## config.mk

```make
export PLATFORM = sky130hd
export DESIGN_NAME = seq_detect_param
export DESIGN_NICKNAME = d
export VERILOG_FILES = /design/src/rtl/seq_detect_param.sv
export SDC_FILE = /design/constraint.sdc
export NUM_CORES = 1
export LEC_CHECK = 0
export BUFFER_PORTS_ARGS = -buffer_cell sky130_fd_sc_hd__buf_2
export CORE_ASPECT_RATIO = 2
export CORE_MARGIN = 1
export CORE_UTILIZATION = 40
export DETAILED_ROUTE_END_ITERATION = 10
export PLACE_DENSITY_LB_ADDON = 0.25
export SLEW_MARGIN = 20
export SYNTH_ARGS = -nofsm -noshare
export SYNTH_HDL_FRONTEND = slang
export SYNTH_SLANG_ARGS = --single-unit
```

## constraint.sdc

```tcl
create_clock -name clk -period 2.4 [get_ports clk]
set_input_delay 0.12 -clock clk [delete_from_list [all_inputs] [get_ports clk]]
set_output_delay 0.12 -clock clk [all_outputs]
set_load 0.02 [all_outputs]
```

## src/rtl/seq_detect_param.sv

```systemverilog
// seq_detect_param: runtime-configurable serial pattern detector.
// A pattern of 2..MAX_LEN bits is loaded with cfg_load. The most recent
// received bits are then compared against it on every valid input bit,
// in either overlapping or non-overlapping mode.
// Every output is registered and depends only on stored state.
module seq_detect_param #(
    parameter int MAX_LEN = 8,
    parameter int CNT_W   = 8,
    parameter int LEN_W   = $clog2(MAX_LEN + 1)
) (
    input  logic               clk,
    input  logic               rst,
    input  logic               cfg_load,
    input  logic [MAX_LEN-1:0] cfg_pat,
    input  logic [LEN_W-1:0]   cfg_len,
    input  logic               cfg_overlap,
    input  logic               en,
    input  logic               in_seq,
    output logic               seq_detected,
    output logic [CNT_W-1:0]   match_count,
    output logic               armed,
    output logic               cfg_err
);

    typedef enum logic [1:0] {
        IDLE = 2'd0,
        HUNT = 2'd1,
        HIT  = 2'd2
    } state_t;

    state_t             state_reg;
    logic [MAX_LEN-1:0] hist_reg;
    logic [LEN_W-1:0]   fill_reg;
    logic [MAX_LEN-1:0] cur_pat_reg;
    logic [LEN_W-1:0]   cur_len_reg;
    logic               cur_overlap_reg;

    logic [MAX_LEN-1:0] hist_next;
    logic [LEN_W-1:0]   fill_next;
    logic [MAX_LEN-1:0] len_mask;
    logic               cfg_valid;
    logic               match_next;

    // The new bit enters at the LSB, so the newest pattern bit lines up with cur_pat[0].
    assign hist_next = {hist_reg[MAX_LEN-2:0], in_seq};

    // Fill saturates at MAX_LEN. The history cannot hold more bits than that.
    assign fill_next = (fill_reg == LEN_W'(MAX_LEN)) ? fill_reg : fill_reg + 1'b1;

    // Only the low cur_len bits take part in the comparison.
    generate
        for (genvar gi = 0; gi < MAX_LEN; gi++) begin : g_mask
            assign len_mask[gi] = (cur_len_reg > LEN_W'(gi));
        end
    endgenerate

    assign cfg_valid  = (cfg_len >= LEN_W'(2)) && (cfg_len <= LEN_W'(MAX_LEN));
    assign match_next = (((hist_next ^ cur_pat_reg) & len_mask) == '0)
                        && (fill_next >= cur_len_reg);

    // Single FSM covering configuration, history tracking, match counting and the registered flags.
    always_ff @(posedge clk) begin
        if (rst) begin
            state_reg       <= IDLE;
            hist_reg        <= '0;
            fill_reg        <= '0;
            cur_pat_reg     <= '0;
            cur_len_reg     <= '0;
            cur_overlap_reg <= 1'b0;
            match_count     <= '0;
            seq_detected    <= 1'b0;
            armed           <= 1'b0;
            cfg_err         <= 1'b0;
        end else if (cfg_load) begin
            // A configuration load wins over a bit arriving on the same edge; that bit is dropped.
            hist_reg     <= '0;
            fill_reg     <= '0;
            match_count  <= '0;
            seq_detected <= 1'b0;
            if (cfg_valid) begin
                cur_pat_reg     <= cfg_pat;
                cur_len_reg     <= cfg_len;
                cur_overlap_reg <= cfg_overlap;
                state_reg       <= HUNT;
                armed           <= 1'b1;
                cfg_err         <= 1'b0;
            end else begin
                state_reg <= IDLE;
                armed     <= 1'b0;
                cfg_err   <= 1'b1;
            end
        end else begin
            case (state_reg)
                HUNT, HIT: begin
                    if (en) begin
                        hist_reg <= hist_next;
                        if (match_next) begin
                            state_reg    <= HIT;
                            seq_detected <= 1'b1;
                            if (match_count != '1) begin
                                match_count <= match_count + 1'b1;
                            end
                            // In non-overlap mode the matched bits are retired and cannot count again.
                            fill_reg <= cur_overlap_reg ? fill_next : '0;
                        end else begin
                            state_reg    <= HUNT;
                            seq_detected <= 1'b0;
                            fill_reg     <= fill_next;
                        end
                    end else begin
                        state_reg    <= HUNT;
                        seq_detected <= 1'b0;
                    end
                end
                default: begin
                    state_reg    <= IDLE;
                    seq_detected <= 1'b0;
                end
            endcase
        end
    end

endmodule

```

==> results of run 1 <==
worst min path at each step:
stage,slack [ns],depth (start not counted),start,endpoint
2_1_floorplan,0.26,2,in_seq,hist_reg[0]
3_3_place_gp,0.35,3,cfg_pat[5],cur_pat_reg[5]
3_5_place_dp,0.36,3,cfg_pat[6],cur_pat_reg[6]
4_1_cts,0.05,3,cfg_pat[0],cur_pat_reg[0]
5_1_grt,0.06,3,cfg_pat[0],cur_pat_reg[0]
6_report,0.06,3,cfg_pat[0],cur_pat_reg[0]
stage by stage:
stage	area [µm²]	hold slack, ns	setup TNS (ns)	std cells	util, %
floorplan	1794	0.2560	0	210	-
global placement	1997	0.3493	-0.7850	288	46.02
detailed placement	1997	0.3580	-1.255	288	46.02
CTS	2260	0.05277	0	301	52.08
global route	2286	0.06149	-0.1654	301	52.68
finish	2286	0.05876	-0.007550	301	52.68
power groups by stage:
stage	clock network [mW]	registers, mW	logic [mW]
floorplan	0	0.639	0.0948
global placement	0	0.640	0.134
detailed placement	0	0.640	0.135
CTS	0.755	0.626	0.143
global route	0.778	0.629	0.158
finish	0.740	0.626	0.143
cell type report:
cell class / count / area (µm²) / area share (%)
clock inverters: 3 / 90.09 / 3.941
flip-flops and latches: 36 / 724.4 / 31.69
clock buffers: 5 / 68.82 / 3.010
multi-input cells: 154 / 1064 / 46.52
well taps: 54 / 67.56 / 2.956
repair buffers: 40 / 237.7 / 10.40
inverters: 9 / 33.78 / 1.478
cell usage after synthesis (all sizes together), types with 2 or more instances:
master | count | area [µm²]
a211oi | 2 | 15.01
a21oi | 25 | 125.1
a31o | 4 | 35.04
and3 | 2 | 12.51
buf | 3 | 27.52
clkbuf | 8 | 30.03
dfxtp | 36 | 720.7
ha | 7 | 87.58
inv | 9 | 33.78
mux2i | 12 | 120.1
nand2 | 26 | 97.59
nand2b | 2 | 12.51
nand3 | 5 | 25.02
nand4 | 2 | 12.51
nor2 | 26 | 97.59
nor3 | 6 | 30.03
o21a | 2 | 15.01
o21ai | 4 | 20.01
or3 | 2 | 17.52
or4b | 2 | 20.02
xnor2 | 12 | 112.6
tightest hold or removal path, delay by kind of cell:
kind	cells	cell delay, ns
mux	1	0.05
buf+inv	1	0.07
simple gates	1	0.07
routing by layer:
| layer | vias to the layer above | track usage [%] |
|---|---|---|
| met3 | 8 | 3.459 |
| met4 | 0 | 9.276 |
| li1 | 803 | - |
| met1 | 729 | 17.55 |
| met2 | 26 | 37.30 |
| met5 | - | 0 |
layout by cell type, fill, tap and decap left out, types with 2 or more instances in the layout:
master,Yosys,final
dfxtp_1,36,33
buf_2,1,28
nand2_1,26,25
nor2_1,26,24
a21oi_1,25,22
mux2i_1,12,12
xnor2_1,11,10
buf_4,0,10
inv_1,8,6
nor3_1,6,6
nand3_1,5,5
ha_1,7,5
clkbuf_8,0,5
inv_2,1,3
o21ai_0,3,3
bufinv_16,0,3
dfxtp_2,0,3
xnor2_2,1,2
o21a_1,2,2
a31o_2,3,2
a21oi_2,0,2
nand4_1,2,2
buf_6,2,2
cells by family after synthesis:
kind of cell	after synthesis	share of synthesized area (%)
AO/OA/AOI/OAI	43	14.61
XOR/XNOR	13	6.779
adder cells (fa/ha/maj)	7	4.891
buffers and inverters	20	5.101
flip-flops	36	40.25
multiplexers	12	6.709
AND/OR/NAND/NOR	79	21.66
timing repair:
action / 4_1_cts / 5_1_grt
pin swaps: 2 / 2
gates cloned: 0 / 0
setup endpoints to repair: 12 / 8
resized for setup: 17 / 6
buffers inserted: 5 / 0
==> metrics.csv, run 1 <==
stage;metric;value;unit
clocking;clock sink count;36;
placed_design;I/O Buffers;28;
placed_design;Placer Congestion;0.7662;
routing;drt first pass iters;4;
logic_synthesis;post-synthesis sequential area ratio;40.25;%
logic_synthesis;number of synthesized flops with an enable pin;0;
run_status;status;finished, violations left;
clocking;cts hold-fix bufs;0;
power_and_ir_drop;switching part of the total;20.56;%
sta;RSZ-0062 raised after global routing;true;
logic_synthesis;#FFs+latches synth;36;
setup_path;Worst Reg-to-Reg Cells;13;
routing;via count;1566;
global_routing;global-route wire length before repair;6906;µm
sta;max frequency;415.4;MHz
power_and_ir_drop;clock share of power;49.0;%
sta;Final Critical Period;2.408;ns
logic_synthesis;Main synth FF type;dfxtp_1;
placed_design;Placement Setup Slack;-0.2239;ns
setup_path;Worst Path Buf+Inv;2;
global_routing;number of global-route vias before repair;1562;
setup_path;worst setup path class;reg -> reg;
setup_path;CP top delay family;simple AND/OR/NAND/NOR gates;
clocking;Num CTS Buffers;5;
routing;Top Metal Used;met4;
cells_and_area;final net count;271;
cells_and_area;Antenna diodes;0;
logic_synthesis;Mapped Avg Cell Area;8.526;µm²
logic_synthesis;Unique masters post-synth;41;
global_routing;GRT Util Overall;19.04;%
floorplan;Initial Utilization;41.26;%
routing;per-cell routed wire length;13.51;µm
routing;DR WL met2;2380;µm
routing;met1 wire length;1478;µm
setup_path;CP Data Arrival Time;2.59;ns
routing;DRT iter0 DRCs;25;
sta;post-route clock period utilization;100.3;%
floorplan;die width;49.31;µm
floorplan;Die Span Y;96.62;µm
routing;Post-Route WL;4066;µm
sta;Least-Margin Pin Slew;0.5064;ns
clocking;TritonCTS clock tree;done;
setup_path;CP peak stage delay;0.43;ns
sta;final setup vio count;1;
routing;Met3 Routed Length;116;µm
setup_path;worst-path fanout max;4;
setup_path;Req. time, crit path;2.58;ns
sta;final worst setup slack;-0.007550;ns
setup_path;R2R Setup Slk;-0.008;ns
clocking;H-Tree Depth;2;
placed_design;dpl hpwl;2992;µm
logic_synthesis;async set-reset flop share out of synthesis;0;%
run_status;failing checks;setup timing;
setup_path;crit path to;fill_reg[1];
logic_synthesis;Synth warnings;0;
global_routing;grt ovf;0;
global_routing;largest net degree at the start of global routing;20;
setup_path;CP startpoint kind;flip-flop;
power_and_ir_drop;Pint;1.199;mW
setup_path;r2r startpoint;fill_reg[0];
clocking;root buf cell;clkbuf_8;
power_and_ir_drop;P_leak;0.9308;nW
power_and_ir_drop;Overall Power;1.509;mW
floorplan;standard-cell rows;34;
setup_path;worst reg2reg endpoint;fill_reg[1];
routing;via/cell ratio;5.203;
setup_path;cell-by-cell trace of the critical path;inv_2 -> ha_4 -> nand2_4 -> nor2_4 -> xnor2_1 -> ha_1 -> nand2b_4 -> a211o_1 -> a21oi_4 -> buf_6 -> or4_4 -> and3_4 -> o21a_1;
sta;Final Hold Vio Count;0;
power_and_ir_drop;Seq pwr share;41.5;%
power_and_ir_drop;maximum vdd ir drop;552.4;µV
run;number of max-cap violations;0;
cells_and_area;area added between synthesis and finish;27.67;%
setup_path;Crit. End Element;flip-flop;
cells_and_area;share of cells above drive strength 1;30.36;%
logic_synthesis;Post-Synthesis Cells;210;
setup_path;crit path launch;fill_reg[0];
logic_synthesis;Netlist Area Pre-Place;1790;µm²
setup_path;critical path's slowest cell;or4_4;
sta;final slew viol count;0;
worst_hold_path;type of the tightest min-delay check;in -> reg;
clocking;Worst-path clk slew;0.08;ns
floorplan;die area;4764;µm²
floorplan;IO Count;29;
power_and_ir_drop;Logic pwr share;9.5;%
sta;Max-slew headroom;66.24;%
floorplan;total core area;4339;µm²
cells_and_area;filler cell count in the final layout;449;
sta;Post-Route Skew;0.01038;ns
clocking;later-pin clock latency in the skew report;0.29;ns
global_routing;initial antenna violation count;0;
routing;post-route ant nets;0;
clocking;clock buffer depth;2;
logic_synthesis;Synthesized Nets;235;
power_and_ir_drop;net switching power;0.3102;mW
routing;# DRC;0;
power_and_ir_drop;power per cell area;660.0;nW/µm²
setup_path;Levels on crit path;13;
(Power assumes the default switching activity.)
==> run 2: changes to the inputs <==
--- a/config.mk
+++ b/config.mk
@@ -6,9 +6,12 @@
 export NUM_CORES = 1
 export LEC_CHECK = 0
 export BUFFER_PORTS_ARGS = -buffer_cell sky130_fd_sc_hd__buf_2
+export CELL_PAD_IN_SITES_DETAIL_PLACEMENT = 2
+export CELL_PAD_IN_SITES_GLOBAL_PLACEMENT = 2
 export CORE_ASPECT_RATIO = 2
 export CORE_MARGIN = 1
-export CORE_UTILIZATION = 40
+export CORE_UTILIZATION = 31
+export CTS_BUF_LIST = sky130_fd_sc_hd__clkbuf_2 sky130_fd_sc_hd__clkbuf_4 sky130_fd_sc_hd__clkbuf_8
 export DETAILED_ROUTE_END_ITERATION = 10
 export PLACE_DENSITY_LB_ADDON = 0.25
 export SLEW_MARGIN = 20
==> run 2 against run 1 <==
Against the previous run: the flow still finishes with violations (setup timing); sequential share of layout area down 0.11 points; utilization down 11 points; maximum frequency down 2.2%; critical endpoint is now match_count[7]; clock skew up 0.0013 ns.
==> metrics.csv, run 2 (synthesis gave the netlist of run 1 again) <==
stage;metric;value;unit;change
routing;drt first pass iters;4;;unchanged
power_and_ir_drop;Seq pwr share;49.2;%;was 41.5%
setup_path;Req. time, crit path;2.64;ns;was 2.58 ns
routing;per-cell routed wire length;17.32;µm;was 13.51 µm
routing;Post-Route WL;5335;µm;was 4066 µm
sta;final setup vio count;3;;was 1
clocking;cts hold-fix bufs;0;;unchanged
clocking;Worst-path clk slew;0.08;ns;about the same
run_status;status;finished, violations left;;unchanged
setup_path;r2r startpoint;fill_reg[0];;unchanged
global_routing;GRT Util Overall;19.54;%;was 19.04%
power_and_ir_drop;switching part of the total;27.48;%;was 20.56%
cells_and_area;area added between synthesis and finish;27.88;%;was 27.67%
worst_hold_path;type of the tightest min-delay check;in -> reg;;unchanged
routing;DRT iter0 DRCs;17;;was 25
sta;TNS Setup;-0.1160;ns;was -0.007550 ns
power_and_ir_drop;maximum vdd ir drop;423.8;µV;was 552.4 µV
worst_hold_path;Hold Path Depth;3;;unchanged
routing;post-route ant nets;0;;unchanged
setup_path;CP Data Arrival Time;2.71;ns;was 2.59 ns
power_and_ir_drop;Pint;0.9228;mW;was 1.199 mW
routing;Top Metal Used;met4;;unchanged
power_and_ir_drop;net switching power;0.3497;mW;was 0.3102 mW
cells_and_area;Antenna diodes;0;;unchanged
sta;Final Hold Vio Count;0;;unchanged
setup_path;worst setup path class;reg -> reg;;unchanged
floorplan;IO Count;29;;unchanged
clocking;H-Tree Depth;2;;unchanged
routing;Met3 Routed Length;155;µm;was 116 µm
placed_design;dpl hpwl;3864;µm;was 2992 µm
worst_hold_path;hold endpoint;cur_pat_reg[1];;was cur_pat_reg[0]
power_and_ir_drop;clock share of power;37.6;%;was 49.0%
placed_design;I/O Buffers;28;;unchanged
sta;Least-Margin Pin Slew;0.5219;ns;was 0.5064 ns
cells_and_area;share of cells above drive strength 1;31.45;%;was 30.36%
clocking;clock buffer depth;2;;unchanged
global_routing;number of global-route vias before repair;1814;;was 1,562
routing;# DRC;0;;unchanged
sta;RSZ-0062 raised after global routing;true;;unchanged
sta;final hold slack;0.04662;ns;was 0.05876 ns
sta;Final Critical Period;2.462;ns;was 2.408 ns
setup_path;worst-path fanout max;6;;was 4
setup_path;CP startpoint kind;flip-flop;;unchanged
global_routing;largest net degree at the start of global routing;20;;unchanged
floorplan;standard-cell rows;38;;was 34
global_routing;global-route wire length before repair;8838;µm;was 6906 µm
run;number of max-cap violations;0;;unchanged
cells_and_area;commonest non-fill, non-tap cell in the layout;dfxtp_1;;unchanged
power_and_ir_drop;Overall Power;1.273;mW;was 1.509 mW
run_status;failing checks;setup timing;;unchanged
routing;via/cell ratio;5.367;;was 5.203
setup_path;Worst Reg-to-Reg Cells;13;;unchanged
cells_and_area;most frequent cells in the layout;34 x dfxtp_1, 28 x buf_2, 25 x nand2_1;;was 33 x dfxtp_1, 28 x buf_2, 25 x nand2_1
worst_hold_path;Hold Startpoint;cfg_pat[1];;was cfg_pat[0]
sta;final worst setup slack;-0.06190;ns;was -0.007550 ns
setup_path;Crit. End Element;flip-flop;;unchanged
setup_path;R2R Setup Slk;-0.06;ns;was -0.008 ns
floorplan;die area;6102;µm²;was 4764 µm²
clocking;Num CTS Buffers;5;;unchanged
clocking;clock sink count;36;;unchanged
routing;met1 wire length;1754;µm;was 1478 µm
power_and_ir_drop;power per cell area;555.8;nW/µm²;was 660.0 nW/µm²
floorplan;Die Span Y;109.5;µm;was 96.62 µm
floorplan;total core area;5515;µm²;was 4339 µm²
routing;DR WL met2;3254;µm;was 2380 µm
global_routing;initial antenna violation count;0;;unchanged
power_and_ir_drop;Logic pwr share;13.2;%;was 9.5%
sta;post-route clock period utilization;102.6;%;was 100.3%
routing;via count;1653;;was 1,566
clocking;TritonCTS clock tree;done;;unchanged
floorplan;die width;55.74;µm;was 49.31 µm
floorplan;Initial Utilization;32.46;%;was 41.26%
power_and_ir_drop;P_leak;0.9156;nW;was 0.9308 nW
global_routing;grt ovf;0;;unchanged
clocking;root buf cell;clkbuf_8;;unchanged
sta;Max-slew headroom;65.21;%;was 66.24%
sta;Post-Route Skew;0.01164;ns;was 0.01038 ns
sta;max frequency;406.2;MHz;was 415.4 MHz
cells_and_area;final net count;272;;was 271
setup_path;worst reg2reg endpoint;match_count[7];;was fill_reg[1]
sta;final slew viol count;0;;unchanged
placed_design;Placer Congestion;0.8332;;was 0.7662
clocking;later-pin clock latency in the skew report;0.31;ns;was 0.29 ns
## run 2: changes by cell type in the layout (fill, tap and decap cells not counted), sizes merged
cell	before	now
buf	40	41
clkbuf	5	6
bufinv	3	0
clkinvlp	0	2
## run 2: final cells by class
type                       count  area (µm²)
fill                         642        3226
timing repair buffer          41       256.5
multi-input combinational    154        1104
clock buffer                   6       82.58
clock inverter                 2       15.01
sequential                    36       723.2
tap                           60       75.07
inverter                       9       33.78
## run 2: timing repair
item / in CTS / in global routing
pin swaps: 8 / 14
resized for setup: 21 / 11
setup endpoints to repair: 13 / 13
buffers inserted: 3 / 1
endpoints found under the hold margin: 0 / 0
## run 2: metal layers
layer	track usage, %	vias to the layer above
met1	16.36	820
met2	41.05	27
met4	10.71	0
met5	0	-
li1	-	795
met3	3.647	11
## run 2: worst max-delay path by stage
stage                                end         from  cells after the start
after CTS                 match_count[7]  fill_reg[1]                     13
after global routing      match_count[7]  fill_reg[0]                     13
after global placement       fill_reg[1]  fill_reg[0]                     12
final                     match_count[7]  fill_reg[0]                     13
after detailed placement     fill_reg[1]  fill_reg[0]                     12
after floorplan           match_count[4]  fill_reg[0]                     13
## run 2: worst max-delay path, stage by stage (launching register included)
cell and delay [ns]:
dfxtp_2 0.33, inv_2 0.07, ha_4 0.15, nand2_4 0.06, nor2_4 0.13, xnor2_2 0.09
ha_1 0.30, nand2b_4 0.14, a211o_1 0.33, a21oi_4 0.21, nor4b_4 0.08, buf_6 0.16
a31o_4 0.22, a21oi_2 0.12
## run 2: power by group through the flow
stage               sequential [mW]  clock (mW)  combinational [mW]
floorplan                     0.639           0              0.0948
global placement              0.640           0               0.138
detailed placement            0.640           0               0.142
CTS                           0.626       0.495               0.161
global route                  0.628       0.520               0.185
finish                        0.626       0.478               0.169
## run 2: stage by stage
stage	cell area, µm²	utilization [%]	setup WS, ns	instances
3_3_place_gp	2019	36.62	-0.03738	296
5_1_grt	2290	41.52	-0.1641	308
3_5_place_dp	2019	36.62	-0.1504	296
6_report	2290	41.52	-0.06190	308
4_1_cts	2230	40.43	0.000005995	307
2_1_floorplan	1794	-	0.04998	210
